===== config.mk =====
export PLATFORM = sky130hd
export DESIGN_NAME = tcdm_resv_table
export DESIGN_NICKNAME = d
export VERILOG_FILES = /design/src/rtl/tcdm_resv_table.sv
export SDC_FILE = /design/constraint.sdc
export NUM_CORES = 1
export LEC_CHECK = 0
export ABC_AREA = 0
export BUFFER_PORTS_ARGS = -buffer_cell sky130_fd_sc_hd__buf_2
export CAP_MARGIN = 20
export CORE_MARGIN = 2
export CORE_UTILIZATION = 48
export CTS_CLUSTER_SIZE = 20
export DETAILED_ROUTE_END_ITERATION = 10
export MAX_ROUTING_LAYER = met4
export PLACE_DENSITY = 0.9
export REMOVE_ABC_BUFFERS = 1
export SYNTH_ARGS = -nofsm -noshare
export SYNTH_HDL_FRONTEND = slang
export SYNTH_SLANG_ARGS = --single-unit

===== constraint.sdc =====
create_clock -name clk_i -period 3.9 [get_ports clk_i]
set_clock_uncertainty 0.15 [all_clocks]
set_input_delay 0.195 -clock clk_i [delete_from_list [all_inputs] [get_ports clk_i]]
set_output_delay 0.195 -clock clk_i [all_outputs]
set_load 0.02 [all_outputs]

===== src/rtl/tcdm_resv_table.sv =====
// tcdm_resv_table: multi-entry LR/SC reservation table in front of one TCDM bank
module tcdm_resv_table #(
  parameter int NumResv = 4,
  parameter int IniIdWidth = 4,
  parameter int AddrWidth = 8,
  parameter int DataWidth = 32,
  parameter int TimeoutCycles = 0,
  localparam int BeWidth = DataWidth / 8
) (
  input  logic                  clk_i,
  input  logic                  rst_i,
  input  logic                  req_valid_i,
  output logic                  req_ready_o,
  input  logic [AddrWidth-1:0]  req_addr_i,
  input  logic                  req_wen_i,
  input  logic [3:0]            req_amo_i,
  input  logic [IniIdWidth-1:0] req_ini_i,
  input  logic [DataWidth-1:0]  req_data_i,
  input  logic [BeWidth-1:0]    req_be_i,
  output logic                  bank_valid_o,
  input  logic                  bank_ready_i,
  output logic                  bank_wen_o,
  output logic [AddrWidth-1:0]  bank_addr_o,
  output logic [DataWidth-1:0]  bank_data_o,
  output logic [BeWidth-1:0]    bank_be_o,
  input  logic [DataWidth-1:0]  bank_rdata_i,
  output logic                  resp_valid_o,
  output logic [IniIdWidth-1:0] resp_ini_o,
  output logic [DataWidth-1:0]  resp_data_o
);
  function automatic int idx_width(int n);
    return n > 1 ? $clog2(n) : 1;
  endfunction
  localparam int IW = idx_width(NumResv);
  localparam int AGW = TimeoutCycles > 2 ? $clog2(TimeoutCycles) : 1;
  localparam logic [AGW-1:0] AGE_MAX = AGW'(TimeoutCycles > 0 ? TimeoutCycles - 1 : 0);
  localparam logic [3:0] AMO_LR = 4'hA;
  localparam logic [3:0] AMO_SC = 4'hB;
  logic [NumResv-1:0]    vld_q, keep;
  logic [IniIdWidth-1:0] ini_q [NumResv];
  logic [AddrWidth-1:0]  addr_q [NumResv];
  logic [AGW-1:0]        age_q [NumResv];
  logic [IW-1:0]         rr_q, rr_d, own_idx, free_idx, alloc_idx;
  logic                  hs, is_lr, is_sc, sc_ok, wr_clr, own_hit, free_hit;
  logic                  resp_valid_q, resp_sc_q, resp_fail_q;
  logic [IniIdWidth-1:0] resp_ini_q;
  assign hs = req_valid_i & bank_ready_i;
  assign is_lr = req_amo_i == AMO_LR;
  assign is_sc = req_amo_i == AMO_SC;
  assign req_ready_o = bank_ready_i;
  assign bank_valid_o = req_valid_i;
  assign bank_addr_o = req_addr_i;
  assign bank_data_o = req_data_i;
  assign bank_wen_o = is_sc | (~is_lr & req_wen_i);
  assign bank_be_o = (is_sc & ~sc_ok) ? '0 : req_be_i;
  // Clears (expiry, write snoop, SC consume) are folded into keep before LR picks a slot.
  always_comb begin
    sc_ok = 1'b0;
    for (int i = 0; i < NumResv; i++)
      sc_ok |= vld_q[i] && ini_q[i] == req_ini_i && addr_q[i] == req_addr_i;
    wr_clr = hs && (is_sc ? sc_ok : (!is_lr && (req_wen_i || req_amo_i != 4'h0)));
    keep = '0;
    own_hit = 1'b0;
    own_idx = '0;
    free_hit = 1'b0;
    free_idx = '0;
    for (int i = NumResv - 1; i >= 0; i--) begin
      keep[i] = vld_q[i] && !(TimeoutCycles > 0 && age_q[i] == AGE_MAX)
                && !(wr_clr && addr_q[i] == req_addr_i)
                && !(hs && is_sc && ini_q[i] == req_ini_i);
      if (keep[i] && ini_q[i] == req_ini_i) begin
        own_hit = 1'b1;
        own_idx = IW'(i);
      end
      if (!keep[i]) begin
        free_hit = 1'b1;
        free_idx = IW'(i);
      end
    end
    alloc_idx = own_hit ? own_idx : free_hit ? free_idx : rr_q;
    rr_d = (hs && is_lr && !own_hit && !free_hit)
           ? (rr_q == IW'(NumResv - 1) ? '0 : rr_q + IW'(1)) : rr_q;
  end
  always_ff @(posedge clk_i or posedge rst_i) begin
    if (rst_i) begin
      vld_q <= '0;
      rr_q <= '0;
      resp_valid_q <= 1'b0;
      resp_ini_q <= '0;
      resp_sc_q <= 1'b0;
      resp_fail_q <= 1'b0;
      for (int i = 0; i < NumResv; i++) begin
        ini_q[i] <= '0;
        addr_q[i] <= '0;
        age_q[i] <= '0;
      end
    end else begin
      rr_q <= rr_d;
      resp_valid_q <= hs;
      if (hs) begin
        resp_ini_q <= req_ini_i;
        resp_sc_q <= is_sc;
        resp_fail_q <= is_sc && !sc_ok;
      end
      for (int i = 0; i < NumResv; i++) begin
        if (hs && is_lr && alloc_idx == IW'(i)) begin
          vld_q[i] <= 1'b1;
          ini_q[i] <= req_ini_i;
          addr_q[i] <= req_addr_i;
          age_q[i] <= '0;
        end else begin
          vld_q[i] <= keep[i];
          age_q[i] <= !keep[i] ? '0 : age_q[i] == AGE_MAX ? age_q[i] : age_q[i] + AGW'(1);
        end
      end
    end
  end
  assign resp_valid_o = resp_valid_q;
  assign resp_ini_o = resp_ini_q;
  assign resp_data_o = resp_valid_q ? (resp_sc_q ? DataWidth'(resp_fail_q) : bank_rdata_i) : '0;
endmodule

==> summary.txt <==
Drt
  • Final WL: about 10000 um
  • Via count: between 2000 and 3000
  • Final ANT Viol Nets: 0
  • Detailed Routing Iterations Pass 1: 7
  • Via/cell ratio: 5.47
  • Initial detailed-routing violation count: 92
  • Routed wire per std cell: a little under 20 um
  • DR DRC count: 0

Synth
  • Area leader, netlist: dfrtp_1
  • Area contributors post-synth: dfrtp_1, mux2_2, xor2_1
  • Syn Area/Cell: 10.7 um^2
  • Ys flop type: dfrtp_1
  • Synth top area share: 0.391
  • Netlist cell types: 45
  • Synthesized area: about 3900 um^2
  • Ys async rst share: 1.00
  • EDFF count, synth: 0
  • Gate Count Post-Synth: 364
  • YS warnings: 0
  • Yosys reg bits: 61
  • Sequential fraction of the synthesis area: 0.391

Run status
  • Status: completed

Global routing
  • All-layer global routing usage: 0.244
  • Initial antenna violation count: 0
  • Vias in the first global route: 2894
  • First-pass GRT wire length: between 15000 and 20000 um
  • Remaining global-route overflow: 0
  • Largest net degree at the start of global routing: 62

Place
  • Final HPWL DP: 7940 um
  • Place WS: about 0.47 ns
  • Port bufs: roughly 110
  • Gpl congestion: 0.919

Power
  • Max VDD drop: between 0.15 and 0.2 mV
  • Power Density: ~390 nW/um^2
  • Leak pwr: roughly 2.4 nW

Timing
  • Worst setup margin: between 0.4 and 0.5 ns
  • Final TNS setup: 0 ns
  • Slew Viols, Final: 0
  • Hold Violations, Final: 0
  • Setup violators final: 0
  • RSZ-0062 raised after global routing: no
  • Slew headroom: 0.488
  • FMAX: a little under 0.3 GHz
  • Minimum clock period: 3.43 ns
  • Fin crit share: 0.879
  • Worst Max-Slew Pin Slew: about 0.77 ns

Clock tree
  • CTS H-tree lvls: 3
  • CTS resizes: 0
  • Clock transition at the registers of the reported paths: approximately 0.070 ns
  • Clk_lat worst skew: 0.34 ns
  • Hold bufs inserted after CTS: 1
  • CTS root buf: clkbuf_8
  • Setup bufs post-CTS: 0
  • Num CTS Buffers: 9
  • Max Buffers Root-to-Sink: 2
  • CTS tree: done
  • Clk sink count: 61

Flow run
  • MaxCap Viol Count: 0

Setup path
  • Crit-path slowest cell: or3b_1
  • CP Data Arrival Time: ~3.5 ns
  • CP peak stage delay: 0.70 ns
  • CP Launch Type: flop
  • Crit path max fanout: 13
  • Crit path kind: flop to flop
  • Worst Setup End Kind: flop
  • Top cell by count, worst path: nand4_1
  • Critical path data required time: between 3 and 4 ns
  • CP Cell Sequence: xor2_1 -> nor4_1 -> nand4_1 -> nand4_1 -> nand4_1 -> a31oi_1 -> or3b_1 -> mux2_4

Floorplan
  • Die Y: about 94 um
  • Die area: 8880 um^2
  • # IOs: around 170
  • Effective utilization at floorplan: 0.500
  • Die X-Extent: 94.2 um
  • Row count: 32
  • Core area: 7810 um^2

Layout
  • Final Net Count: between 500 and 600
  • Area Overhead vs Synth: 14.0%
  • Commonest non-fill, non-tap cells in the layout: buf_2, dfrtp_1, xor2_1
  • N_diodes: 0
  • Share of cells above drive strength 1: 0.454
  • Post-layout util: 0.571
  • Leading cell type in the layout, fill and taps excluded: buf_2

Hold path
  • Hold WC Path Type: primary input to flop
## through the flow
| step | area [um^2] | instances | hold slack [ns] | total power, mW |
|---|---|---|---|---|
| after detailed placement | 4200 | 519 | 0.241 | 1.08 |
| after floorplan | 3450 | 299 | 0.150 | 0.940 |
| after global placement | 4200 | 519 | 0.241 | 1.06 |
| final | 4460 | 536 | 0.0396 | 1.76 |
| after CTS | 4450 | 536 | 0.0183 | 1.78 |
| after global routing | 4460 | 536 | 0.0393 | 1.85 |
## final timing paths
kind / startpoint / to / slack (ns) / depth (start not counted)
hold reg to reg: resp_ini_o[1] / resp_ini_o[1] / 0.32 / 2
max in group asynchronous: rst_i / resp_ini_o[1] / 2.63 / 4
hold / removal: req_ini_i[0] / resp_ini_o[0] / 0.04 / 3
setup reg to reg: addr_q[7] / addr_q[14] / 0.47 / 8
setup / recovery: addr_q[7] / addr_q[14] / 0.47 / 8
min in group asynchronous: rst_i / addr_q[31] / 0.47 / 4
## layout make-up
| type | count | area [um^2] |
|---|---|---|
| Timing Repair Buffer | 119 | 626 |
| Clock inverter | 7 | 123 |
| Fill cell | 672 | 3350 |
| Inverter | 2 | 7.51 |
| Multi-Input combinational cell | 236 | 1920 |
| Tap cell | 102 | 128 |
| Sequential cell | 61 | 1530 |
| Clock buffer | 9 | 124 |
## where the power goes
part,internal (mW),total (mW),switching (mW),leakage (nW)
clock,0.428,0.697,0.269,0.116
combinational,0.148,0.326,0.178,1.43
sequential,0.694,0.737,0.0427,0.825
## state kept, by name, indices dropped and copies added, names as in the netlist
| name | flops |
|---|---|
| addr_q | 32 |
| rr_q | 2 |
| resp_valid_o | 1 |
| ini_q | 16 |
| vld_q | 4 |
| resp_ini_o | 4 |
| resp_sc_q | 1 |
| resp_fail_q | 1 |
## Yosys cell counts (all sizes together) (2+ instances only)
master / instances
clkbuf: 5
nand3: 4
nand4: 9
a31oi: 3
nor4: 13
nor2b: 3
buf: 60
a21boi: 3
inv: 2
xor2: 48
dfrtp: 61
mux2: 50
and3: 3
a41oi: 2
and4: 2
nor3: 2
o21ai: 7
and2: 40
o221ai: 2
nand2: 28
o2bb2ai: 2
## layer usage
layer | wire, um | vias to the layer above | GRT usage
met5 | 0 | - | -
met4 | 126 | 0 | 0.0713
met3 | 1150 | 10 | 0.100
met2 | 4960 | 168 | 0.395
met1 | 4150 | 1416 | 0.279
li1 | - | 1338 | -
## critical path: cells and delay by family (launching register included)
family                    cells  cell delay [ns]
AOI/OAI and AO/OA             1             0.28
xor gates and xnor gates      1             0.15
DFF                           1             0.40
muxes                         1             0.42
and+or+nand+nor               5             1.92
## cell families after synthesis
kind of cell,share of synthesized area
XOR/XNOR,0.108
AND/OR/NAND/NOR,0.170
AO/OA/AOI/OAI,0.0554
flip-flops,0.391
buffers and inverters,0.118
multiplexers,0.155
adder cells (fa/ha/maj),0.00320
(Power assumes the default switching activity.)
